File: config.mk
export PLATFORM = sky130hd
export DESIGN_NAME = axi_ic_aw_w_sched
export DESIGN_NICKNAME = d
export VERILOG_FILES = /design/src/rtl/axi_ic_aw_w_sched.sv
export SDC_FILE = /design/constraint.sdc
export NUM_CORES = 1
export LEC_CHECK = 0
export CAP_MARGIN = 5
export CELL_PAD_IN_SITES_DETAIL_PLACEMENT = 0
export CELL_PAD_IN_SITES_GLOBAL_PLACEMENT = 1
export CORE_AREA = 5 5 80 45
export DETAILED_ROUTE_END_ITERATION = 6
export DIE_AREA = 0 0 85 50
export DONT_BUFFER_PORTS = 1
export GPL_ROUTABILITY_DRIVEN = 0
export PLACE_DENSITY_LB_ADDON = 0.1
export RECOVER_POWER = 50
export SLEW_MARGIN = 10
export SYNTH_ARGS = -nofsm -noshare
export SYNTH_HDL_FRONTEND = slang
export SYNTH_SLANG_ARGS = --single-unit
File: constraint.sdc
create_clock -name aclk -period 3 [get_ports aclk]
set_clock_uncertainty 0.15 [all_clocks]
set_input_delay 0.6 -clock aclk [delete_from_list [all_inputs] [get_ports aclk]]
set_output_delay 0.6 -clock aclk [all_outputs]
set_load 0.03 [all_outputs]
File: src/rtl/axi_ic_aw_w_sched.sv
// Per-slave AXI write scheduler: round-robin AW arbitration, in-order W routing FIFO,
// and an in-flight write cap. Sticky err_o flags W/B/AW protocol violations.
//   state   | meaning
//   IDLE    | no AW routed; arbitrate when requests present and capacity allows
//   GRANT   | AW path routed to aw_sel_o until the slave accepts the request
module axi_ic_aw_w_sched #(
  parameter int NumMasters     = 2,
  parameter int MaxOutstanding = 4,
  parameter int IdxWidth       = ($clog2(NumMasters) == 0) ? 1 : $clog2(NumMasters),
  localparam int CntWidth      = $clog2(MaxOutstanding + 1),
  localparam int PtrWidth      = (MaxOutstanding > 1) ? $clog2(MaxOutstanding) : 1
) (
  input  logic                  aclk,
  input  logic                  rst_n,
  input  logic [NumMasters-1:0] aw_req_i,
  input  logic                  slv_awready_i,
  output logic [IdxWidth-1:0]   aw_sel_o,
  output logic                  aw_sel_valid_o,
  output logic [NumMasters-1:0] aw_gnt_o,
  input  logic                  w_hs_i,
  input  logic                  wlast_i,
  output logic [IdxWidth-1:0]   w_sel_o,
  output logic                  w_sel_valid_o,
  input  logic                  b_hs_i,
  output logic [CntWidth-1:0]   outstanding_o,
  output logic                  err_o
);

  typedef enum logic {ST_IDLE, ST_GRANT} state_t;

  localparam logic [CntWidth-1:0] MaxCnt = CntWidth'(MaxOutstanding);
  localparam logic [IdxWidth-1:0] LastIdx = IdxWidth'(NumMasters - 1);
  localparam logic [PtrWidth-1:0] LastPtr = PtrWidth'(MaxOutstanding - 1);

  state_t              state_q, state_d;
  logic [IdxWidth-1:0] sel_q, sel_d, rr_q, rr_d;
  logic [IdxWidth-1:0] winner, hi_idx, any_idx;
  logic                hi_found;
  logic                arb_fire, aw_hs, sel_req;

  logic [IdxWidth-1:0] fifo_mem [MaxOutstanding];
  logic [PtrWidth-1:0] wr_ptr, rd_ptr;
  logic [CntWidth-1:0] fifo_cnt, out_cnt;
  logic                fifo_empty, push, pop, b_dec, err_q;

  // Lowest requester at or above the rr pointer wins; otherwise wrap to the lowest overall.
  always_comb begin
    hi_idx   = '0;
    any_idx  = '0;
    hi_found = 1'b0;
    for (int i = NumMasters - 1; i >= 0; i--) begin
      if (aw_req_i[i]) begin
        any_idx = IdxWidth'(i);
        if (IdxWidth'(i) >= rr_q) begin
          hi_idx   = IdxWidth'(i);
          hi_found = 1'b1;
        end
      end
    end
    winner = hi_found ? hi_idx : any_idx;
  end

  assign fifo_empty = (fifo_cnt == '0);
  assign sel_req    = aw_req_i[sel_q];
  assign arb_fire   = (state_q == ST_IDLE) && (|aw_req_i) && (out_cnt < MaxCnt) && (fifo_cnt < MaxCnt);
  assign aw_hs      = (state_q == ST_GRANT) && sel_req && slv_awready_i;
  assign push       = aw_hs;
  assign pop        = w_hs_i && wlast_i && !fifo_empty;
  assign b_dec      = b_hs_i && (out_cnt != '0);

  always_comb begin
    state_d = state_q;
    sel_d   = sel_q;
    rr_d    = rr_q;
    case (state_q)
      ST_IDLE: begin
        if (arb_fire) begin
          sel_d   = winner;
          state_d = ST_GRANT;
        end
      end
      ST_GRANT: begin
        if (aw_hs) begin
          rr_d    = (sel_q == LastIdx) ? '0 : sel_q + IdxWidth'(1);
          state_d = ST_IDLE;
        end
      end
      default: state_d = ST_IDLE;
    endcase
  end

  always_ff @(posedge aclk or negedge rst_n) begin
    if (!rst_n) begin
      state_q <= ST_IDLE;
      sel_q   <= '0;
      rr_q    <= '0;
    end else begin
      state_q <= state_d;
      sel_q   <= sel_d;
      rr_q    <= rr_d;
    end
  end

  always_ff @(posedge aclk or negedge rst_n) begin
    if (!rst_n) begin
      wr_ptr   <= '0;
      rd_ptr   <= '0;
      fifo_cnt <= '0;
      for (int i = 0; i < MaxOutstanding; i++) fifo_mem[i] <= '0;
    end else begin
      if (push) begin
        fifo_mem[wr_ptr] <= sel_q;
        wr_ptr           <= (wr_ptr == LastPtr) ? '0 : wr_ptr + PtrWidth'(1);
      end
      if (pop) rd_ptr <= (rd_ptr == LastPtr) ? '0 : rd_ptr + PtrWidth'(1);
      if (push && !pop) fifo_cnt <= fifo_cnt + CntWidth'(1);
      else if (pop && !push) fifo_cnt <= fifo_cnt - CntWidth'(1);
    end
  end

  always_ff @(posedge aclk or negedge rst_n) begin
    if (!rst_n) begin
      out_cnt <= '0;
      err_q   <= 1'b0;
    end else begin
      if (aw_hs && !b_dec && (out_cnt < MaxCnt)) out_cnt <= out_cnt + CntWidth'(1);
      else if (b_dec && !aw_hs) out_cnt <= out_cnt - CntWidth'(1);
      // A dropped valid in GRANT is flagged, but the grant is held regardless.
      if ((w_hs_i && fifo_empty) || (b_hs_i && (out_cnt == '0)) ||
          ((state_q == ST_GRANT) && !sel_req))
        err_q <= 1'b1;
    end
  end

  assign aw_sel_o       = sel_q;
  assign aw_sel_valid_o = (state_q == ST_GRANT);
  assign aw_gnt_o       = (NumMasters'(1) << sel_q) & {NumMasters{aw_sel_valid_o && slv_awready_i}};
  assign w_sel_o        = fifo_empty ? '0 : fifo_mem[rd_ptr];
  assign w_sel_valid_o  = !fifo_empty;
  assign outstanding_o  = out_cnt;
  assign err_o          = err_q;

endmodule

# Word level (Yosys, flattened, before mapping)

Cells that the tools add are included.
W data, S select, Z words.

Latch bits: 0
Memories kept: 0
Memory bits (writable): 0
Memory bits (read-only): 0
Flip-flop bits (word level): 18
Input port bits: 8

Reductions and logical operators: 33
Bitwise logic cells: 4
Magnitude comparators: 8
Mux-type cells: 28
Equal/unequal tests: 2
Divide/modulo/power cells: 0
Add/sub/neg operators: 7
Shift operators: 1
Multiply operators: 0

Operators by type and width:

| kind                  | count |
|---|---|
| $logic_and A1 B1 Y1   | 18 |
| $mux W1               | 18 |
| $mux W3               | 4 |
| $add A3 B1 Y3 const B | 2 |
| $ge A3 B3 Y1 const B  | 2 |
| $logic_not A3 Y1      | 2 |
| $lt A3 B3 Y1 const B  | 2 |
| $not A2 Y3            | 2 |
| $sub A3 B1 Y3 const B | 2 |
| $logic_not A1 Y1      | 5 |
| $add A2 B1 Y2 const B | 2 |
| $bwmux W4             | 1 |
| $eq A2 B2 Y1 const B  | 2 |
| $mux W2               | 2 |
| $reduce_and A2 Y1     | 2 |
| $reduce_bool A2 Y1    | 2 |
| $lt A3 B1 Y1 const B  | 1 |
| $reduce_bool A3 Y1    | 1 |
| $and A2 B2 Y2         | 1 |
| $bmux W1 S2           | 1 |
| $demux W1 S2          | 1 |
| $ge A1 B1 Y1 const A  | 2 |
| $logic_or A1 B1 Y1    | 2 |
| $lt A1 B2 Y1 const B  | 1 |
| 5 further kinds       | 5 |

# Longest topological paths before layout

Gate-level depths: netlist of run 1.

Word-level depth: 8
Depth in mapped cells: 12

# Least setup slack after synthesis of run 1

No wires, ideal clock.

Path type: reg2reg
Start: register sel_q (netlist: aw_sel_o)
End: register out_cnt[1] (netlist: outstanding_o[1])
Arrival time: 2782 ps
Stages on the path, launching flop included: 12
Data required time: 2714 ps
Clock period less this slack: 3068 ps
Slack: -68 ps
Path through: dfrtp_1 > buf_6 > mux2i_4 > or2_1 > buf_6 > inv_2 > buf_6 > nand3_1 > fa_1 > or4_2 > a21oi_1 > a2111oi_0

Word-level cells in the longest chain between the ends: 7
Elaborated cells on any way between the ends: 10
Classes of those cells: mux: 3; reduce/logical: 7

RTL lines:

| item                                                           | RTL line | text |
|---|---|---|
| start: declaration                                             | 36       | `logic [IdxWidth-1:0] sel_q, sel_d, rr_q, rr_d;` |
| start signal: assignment                                       | 99       | `sel_q <= sel_d;` |
| $mux W1 (not written as such) * (2 in a row)                   | 64       | `assign sel_req = aw_req_i[sel_q];` |
| $logic_and A1 B1 Y1 * (2 in a row)                             | 66       | `assign aw_hs = (state_q == ST_GRANT) && sel_req && slv_awready_i;` |
| net aw_hs                                                      | 39       | `logic arb_fire, aw_hs, sel_req;` |
| $logic_and A1 B1 Y1 / $logic_not A1 Y1 (equally long branches) | 126, 127 |  |
| $logic_and A1 B1 Y1, on equally long branches                  | 126, 127 |  |
| $mux W3 / $reduce_bool A2 Y1 (equally long branches)           | -        |  |
| end signal: assignment                                         | 126      | `if (aw_hs && !b_dec && (out_cnt < MaxCnt)) out_cnt <= out_cnt + CntWidth'(1);` |
| end signal: assignment                                         | 127      | `else if (b_dec && !aw_hs) out_cnt <= out_cnt - CntWidth'(1);` |
| end: declaration                                               | 43       | `logic [CntWidth-1:0] fifo_cnt, out_cnt;` |

Mark *: on every way through the listed nets, which the timed path passes. The rest lies on a longest branch. The select of a mux whose other input is x is not followed.
A chain may end at the register's enable or synchronous reset.

# Worst setup path after layout of run 1

Start: register sel_q (netlist: aw_sel_o)
End: register out_cnt[1] (netlist: outstanding_o[1])

Word-level cells in the longest chain between the ends: 7
Elaborated cells on any way between the ends: 10
Classes of those cells: mux: 3; reduce/logical: 7

RTL lines:

| item                                                           | RTL line |
|---|---|
| $mux W1 (not written as such) * (2 in a row)                   | 64 |
| $logic_and A1 B1 Y1 * (2 in a row)                             | 66 |
| $logic_and A1 B1 Y1 / $logic_not A1 Y1 (equally long branches) | 126, 127 |
| $logic_and A1 B1 Y1, on equally long branches                  | 126, 127 |
| $mux W3 / $reduce_bool A2 Y1 (equally long branches)           | - |

Every way passes the cells marked *; elsewhere a longest branch is shown, timed or not. The select of a mux whose other input is x is not followed.

==> run metrics, run 1 <==
status=completed; antenna diode instance count=0; average via count per standard cell=5.17; Post-Syn Nets=117; number of CTS-inserted buffers=3; crit-path max FO=13; data required time of the critical path=2.97 ns; share of the cycle needed by the critical path after routing=0.906; setup violators final=0; number of DRC markers after the initial detailed-route iteration=25; switching power summed over all nets=572 uW; timing-limited maximum frequency=368 MHz; CTS tree=built; latest clock arrival within the worst-skew pair=0.25 ns; count of TritonRoute iterations in the first routing pass=4; Net Sw Frac=0.442; TritonCTS Sinks=18; final cell area excluding filler cells=1190 um^2; leakage power=0.502 nW; number of port buffers=0; sequential fraction of the synthesis area=0.418; slew at the pin closest to its max-slew limit=0.869 ns; largest stage delay on the critical path=0.54 ns; Top-Level Pins=18; half-perimeter wire length after detailed placement=1.73 mm; share of the synthesized area in the top cell type=0.418; # DRC=0; area taken by multi-input logic gates=561 um^2; power density cells=1080 nW/um^2; time the final worst path needs with I/O delays and setup=2.72 ns; gr ovfl total=0; share of synthesized flip-flops with an asynchronous set or reset=1.00; number of buffers added for setup after CTS=0; setup repair after global routing missed its margin=false; Worst Path Arrival=2.69 ns; number of synthesized register bits=18; number of antenna violations at the first check in global routing=0; category of the most critical setup path=reg2reg; Clk network pwr share=0.153; post-placement setup slack=0.257 ns; final count of pins violating max slew=0; cell area after placement=1150 um^2; Synthesis Warnings=0; count of H-tree levels built during CTS=1; Hold Vio Cnt, Final=0; number of global-route vias before repair=721; power share of the sequential group=0.344; fin worst setup slack=0.282 ns; combinational share of power=0.504; total buffers and inverters traversed by the critical path=1; global-route usage over all layers=0.112; filler instances=278; Synth Cell Area=1080 um^2; pin count of the biggest net entering global routing=19; power after layout=1.29 mW; Total Die Area=4250 um^2; Post-synth EDFFs=0; clock transition at the register clock pins on the worst setup and hold paths after CTS=0.07 ns; Int Pwr=721 uW; top cell family by delay on the critical path=simple AND/OR/NAND/NOR gates; endpoint type of the worst setup path=register; VDD IR max=0.000318 V; cells along the critical path=mux2i_4, or2_0, inv_4, nand3_2, fa_1, or4_4, a21oi_1, a2111oi_0; area overhead of the layout relative to synthesis=10.7%; top cells by area in the synthesized netlist=dfrtp_1 (42%), ha_1 (7.0%), mux2_2 (5.2%); starting density of the core=0.380; Main synth FF type=dfrtp_1; Distinct cells, synth=35; ANT nets after route=0; cell type contributing the most total cell area after synthesis=dfrtp_1; Root Buffer Master=clkbuf_8; max-cap violations=0; sum of routed wire length over all layers=2.28 mm; slowest stage cell, crit path=fa_1; setup_tns=0 ns; post-synthesis area per instance=10.7 um^2; type of the tightest min-delay check=in2reg; kind of launch point of the worst setup path=register; detailed-route wire length per cell=15.3 um; proportion of layout cells with a drive suffix above 1=0.183; post-synthesis cell count=101; DIE WIDTH=85 um; maximum buffer depth of the clock tree=2; number of nets in the finished design=126; vertical extent of the die=50 um; total number of placement rows=14; via count=770; worst slew margin relative to its limit=0.419; area of the core=2840 um^2; global-route wire length before repair=3.69 mm; flip-flop and latch area=452 um^2
[final timing paths]
| path | cells after the start | endpoint | slack [ns] | start |
|---|---|---|---|---|
| worst min-delay path | 1 | aw_sel_o | 0.28 | aw_req_i[0] |
| worst min register to register | 1 | fifo_mem[2] | 0.34 | fifo_mem[2] |
| worst max-delay path | 8 | outstanding_o[1] | 0.28 | aw_sel_o |
| min in group asynchronous | 1 | fifo_mem[3] | 0.75 | rst_n |
| max in group asynchronous | 1 | aw_sel_o | 1.36 | rst_n |
| worst max register to register | 8 | outstanding_o[1] | 0.28 | aw_sel_o |
[synth_stat cells (all sizes together), types with 2 or more instances]
cell	number
o21ai	8
nand2	10
a21oi	4
nor3	4
dfrtp	18
nor2	4
nand3	3
inv	8
buf	3
fa	2
ha	6
nor2b	2
xor2	2
or3	2
mux2	7
o31ai	2
[placed cells by master, fill, tap and decap left out, types with 5 or more instances in the layout]
cell type	n
clkbuf_1	5
dfrtp_1	17
ha_1	6
inv_1	7
mux2_2	5
nand2_1	10
o21ai_0	8
[area by class of cell]
type	count	share of cell area
tap	40	0.0419
multi-input combinational	71	0.470
clock buffer	4	0.0461
inverter	8	0.0273
sequential	18	0.378
timing repair buffer	8	0.0367
[sequential cells by signal, indices dropped and copies added (netlist names)]
register        flops
fifo_mem            4
outstanding_o       3
wr_ptr              2
err_o               1
rd_ptr              2
aw_sel_valid_o      1
aw_sel_o            1
fifo_cnt            3
rr_q                1
[logic make-up after synthesis]
kind of cell	count (synthesis)	share of synthesized area
simple gates	30	0.142
compound gates	21	0.125
flops	18	0.418
buf+inv	12	0.0626
mux	9	0.122
fa+ha+maj	8	0.107
xor+xnor	3	0.0244
[timing repair]
item                                    in CTS  in global routing
gates resized for setup                      0                  0
hold buffers                                 1                  0
endpoints found under the setup margin       0                  0
hold endpoints to repair                    18                  0
[routing by layer]
| metal | global-route usage | share of wire | wire [um] |
|---|---|---|---|
| met5 | 0 | 0 | 0 |
| met4 | 0.0316 | 0 | 0 |
| met3 | 0.0416 | 0.079 | 181 |
| met2 | 0.143 | 0.41 | 933 |
| met1 | 0.171 | 0.51 | 1170 |
[power by group through the flow]
stage,logic (mW),clock network [mW],registers [mW]
after floorplan,0.473,0,0.518
after detailed placement,0.688,0,0.451
final,0.651,0.197,0.445
after global placement,0.682,0,0.449
after CTS,0.698,0.207,0.446
after global routing,0.723,0.212,0.459
[per-stage QoR]
step / util / hold WS [ns] / std cells
final: 0.421 / 0.279 / 149
after global routing: 0.421 / 0.272 / 149
after CTS: 0.430 / 0.270 / 149
after detailed placement: 0.407 / 0.155 / 144
after global placement: 0.407 / 0.155 / 144
after floorplan: - / 0.154 / 101
No activity file was read; power rests on OpenSTA's default activity.
==> run 2, diff against run 1 <==
- CORE_AREA: 5 5 80 45 -> 2 2 77 42
- DIE_AREA: 0 0 85 50 -> 0 0 79 44
==> run 2 against run 1 <==
Worst setup slack improved by 0.030 ns; via count decreased by 1.3%; clock power decreased by 10%; wire length decreased by 4.9%; maximum frequency increased by 1.1%; die area decreased by 18%; power decreased by 3.2%; sequential share of layout area increased by 0.85 points; count of clock-buffer cells in the layout unchanged; sequential power decreased by 1%.
==> run metrics, run 2 (synthesis gave the netlist of run 1 again) <==
pin count of the biggest net entering global routing=19; Top reg by flops=fifo_mem; number of buffers added for setup after CTS=0; Net Sw Frac=0.450; switching power summed over all nets=563 uW; timing-limited maximum frequency=372 MHz; global-route usage over all layers=0.137; kind of launch point of the worst setup path=register; final cell area excluding filler cells=1170 um^2; Top-Level Pins=18; # DRC=0; internal reg-to-reg setup slack=0.31 ns; type of the tightest min-delay check=in2reg; gr ovfl total=0; startpoint of the lowest-slack hold path=aw_req_i[0]; combinational share of power=0.506; data required time of the critical path=2.98 ns; beginning of the critical path=aw_sel_o; power density cells=1070 nW/um^2; sum of routed wire length over all layers=2.17 mm; global-route wire length before repair=3.51 mm; half-perimeter wire length after detailed placement=1.66 mm; Reg-to-Reg End=outstanding_o[1]; most common cell after layout, fill and taps aside=dfrtp_1; setup violators final=0; share of the cycle needed by the critical path after routing=0.896; detailed-route wire length per cell=14.6 um; category of the most critical setup path=reg2reg; power share of the sequential group=0.352; setup repair after global routing missed its margin=false; ANT nets after route=0; number of DRC markers after the initial detailed-route iteration=37; clock transition at the register clock pins on the worst setup and hold paths after CTS=0.07 ns; Root Buffer Master=clkbuf_8; timing endpoint of the critical path=outstanding_o[1]; proportion of layout cells with a drive suffix above 1=0.156; Hold Vio Cnt, Final=0; final count of pins violating max slew=0; area overhead of the layout relative to synthesis=8.24%; number of antenna violations at the first check in global routing=0; post-placement setup slack=0.290 ns; number of global-route vias before repair=717; VDD IR max=0.000311 V; total number of placement rows=14; count of TritonRoute iterations in the first routing pass=4; cell area after placement=1150 um^2; Clk network pwr share=0.142; Int Pwr=688 uW; number of CTS-inserted buffers=3; setup_tns=0 ns; Total Die Area=3480 um^2; Worst Path Arrival=2.66 ns; number of gates given a new drive strength after cts=0; area of the core=2840 um^2; Final Core Density=0.411; number of flip-flops under the largest register name=4; commonest cells after routing, fill and taps aside=dfrtp_1 (17), nand2_1 (10), o21ai_0 (8); crit-path max FO=13; latest clock arrival within the worst-skew pair=0.25 ns; critical register-to-register path startpoint=aw_sel_o; leakage power=0.493 nW; max-cap violations=0; number of nets in the finished design=126; antenna diode instance count=0; worst slew margin relative to its limit=0.437; cell depth of the worst flop-to-flop path=8; vertical extent of the die=44 um; average via count per standard cell=5.10; fin worst setup slack=0.312 ns; hold buffers post-CTS=1; slew at the pin closest to its max-slew limit=0.842 ns; via count=760; time the final worst path needs with I/O delays and setup=2.69 ns; DIE WIDTH=79 um; number of port buffers=0; TritonCTS Sinks=18; status=completed; Post-Route Hold Slack=0.278 ns; count of H-tree levels built during CTS=1; starting density of the core=0.380; CTS tree=built; maximum buffer depth of the clock tree=2; endpoint type of the worst setup path=register
-- run 2: changes by cell type in the layout (fill, tap and decap cells not counted) --
cell / change
mux2i_4: -1
mux2i_1: +1
or2_1: +1
or2_0: -1
clkbuf_1: +2
buf_4: -1
clkbuf_8: -1
-- run 2: worst max-delay path, cell delays in order, from the launching register on --
cell and delay (ns):
dfrtp_2 0.41, mux2i_1 0.22, or2_1 0.30, inv_4 0.14
nand3_2 0.10, fa_1 0.52, or4_4 0.52, a21oi_1 0.13
a2111oi_0 0.07
-- run 2: power by group through the flow --
stage               registers, mW  clock network (mW)  logic (mW)
floorplan                   0.518                   0       0.473
global placement            0.449                   0       0.680
detailed placement          0.451                   0       0.683
CTS                         0.446               0.181       0.693
global route                0.458               0.191       0.712
finish                      0.440               0.177       0.634
-- run 2: worst min path at each step --
stage	to	cells past startpoint	slack, ns
finish	aw_sel_o	1	0.28
CTS	aw_sel_o	1	0.27
floorplan	aw_sel_o	0	0.15
global placement	outstanding_o[0]	0	0.15
global route	aw_sel_o	1	0.28
detailed placement	wr_ptr[1]	0	0.15
-- run 2: final cells by class --
type,instances,area [um^2]
Fill cell,285,1670
Timing Repair Buffer,8,40.0
Clock buffer,4,45.0
Sequential cell,18,452
Inverter,8,32.5
Multi-Input combinational cell,71,548
Tap cell,40,50.0
-- run 2: through the flow --
step / total power, mW / cells
2_1_floorplan: 0.991 / 101
3_3_place_gp: 1.13 / 144
3_5_place_dp: 1.13 / 144
4_1_cts: 1.32 / 149
5_1_grt: 1.36 / 149
6_report: 1.25 / 149
-- run 2: metal layers --
layer / up-vias / track usage / share of wire
met3: 2 / 0.0458 / 0.040
met1: 374 / 0.214 / 0.56
li1: 373 / - / -
met4: 0 / 0.0310 / 0.0088
met2: 11 / 0.180 / 0.39
met5: - / 0 / 0
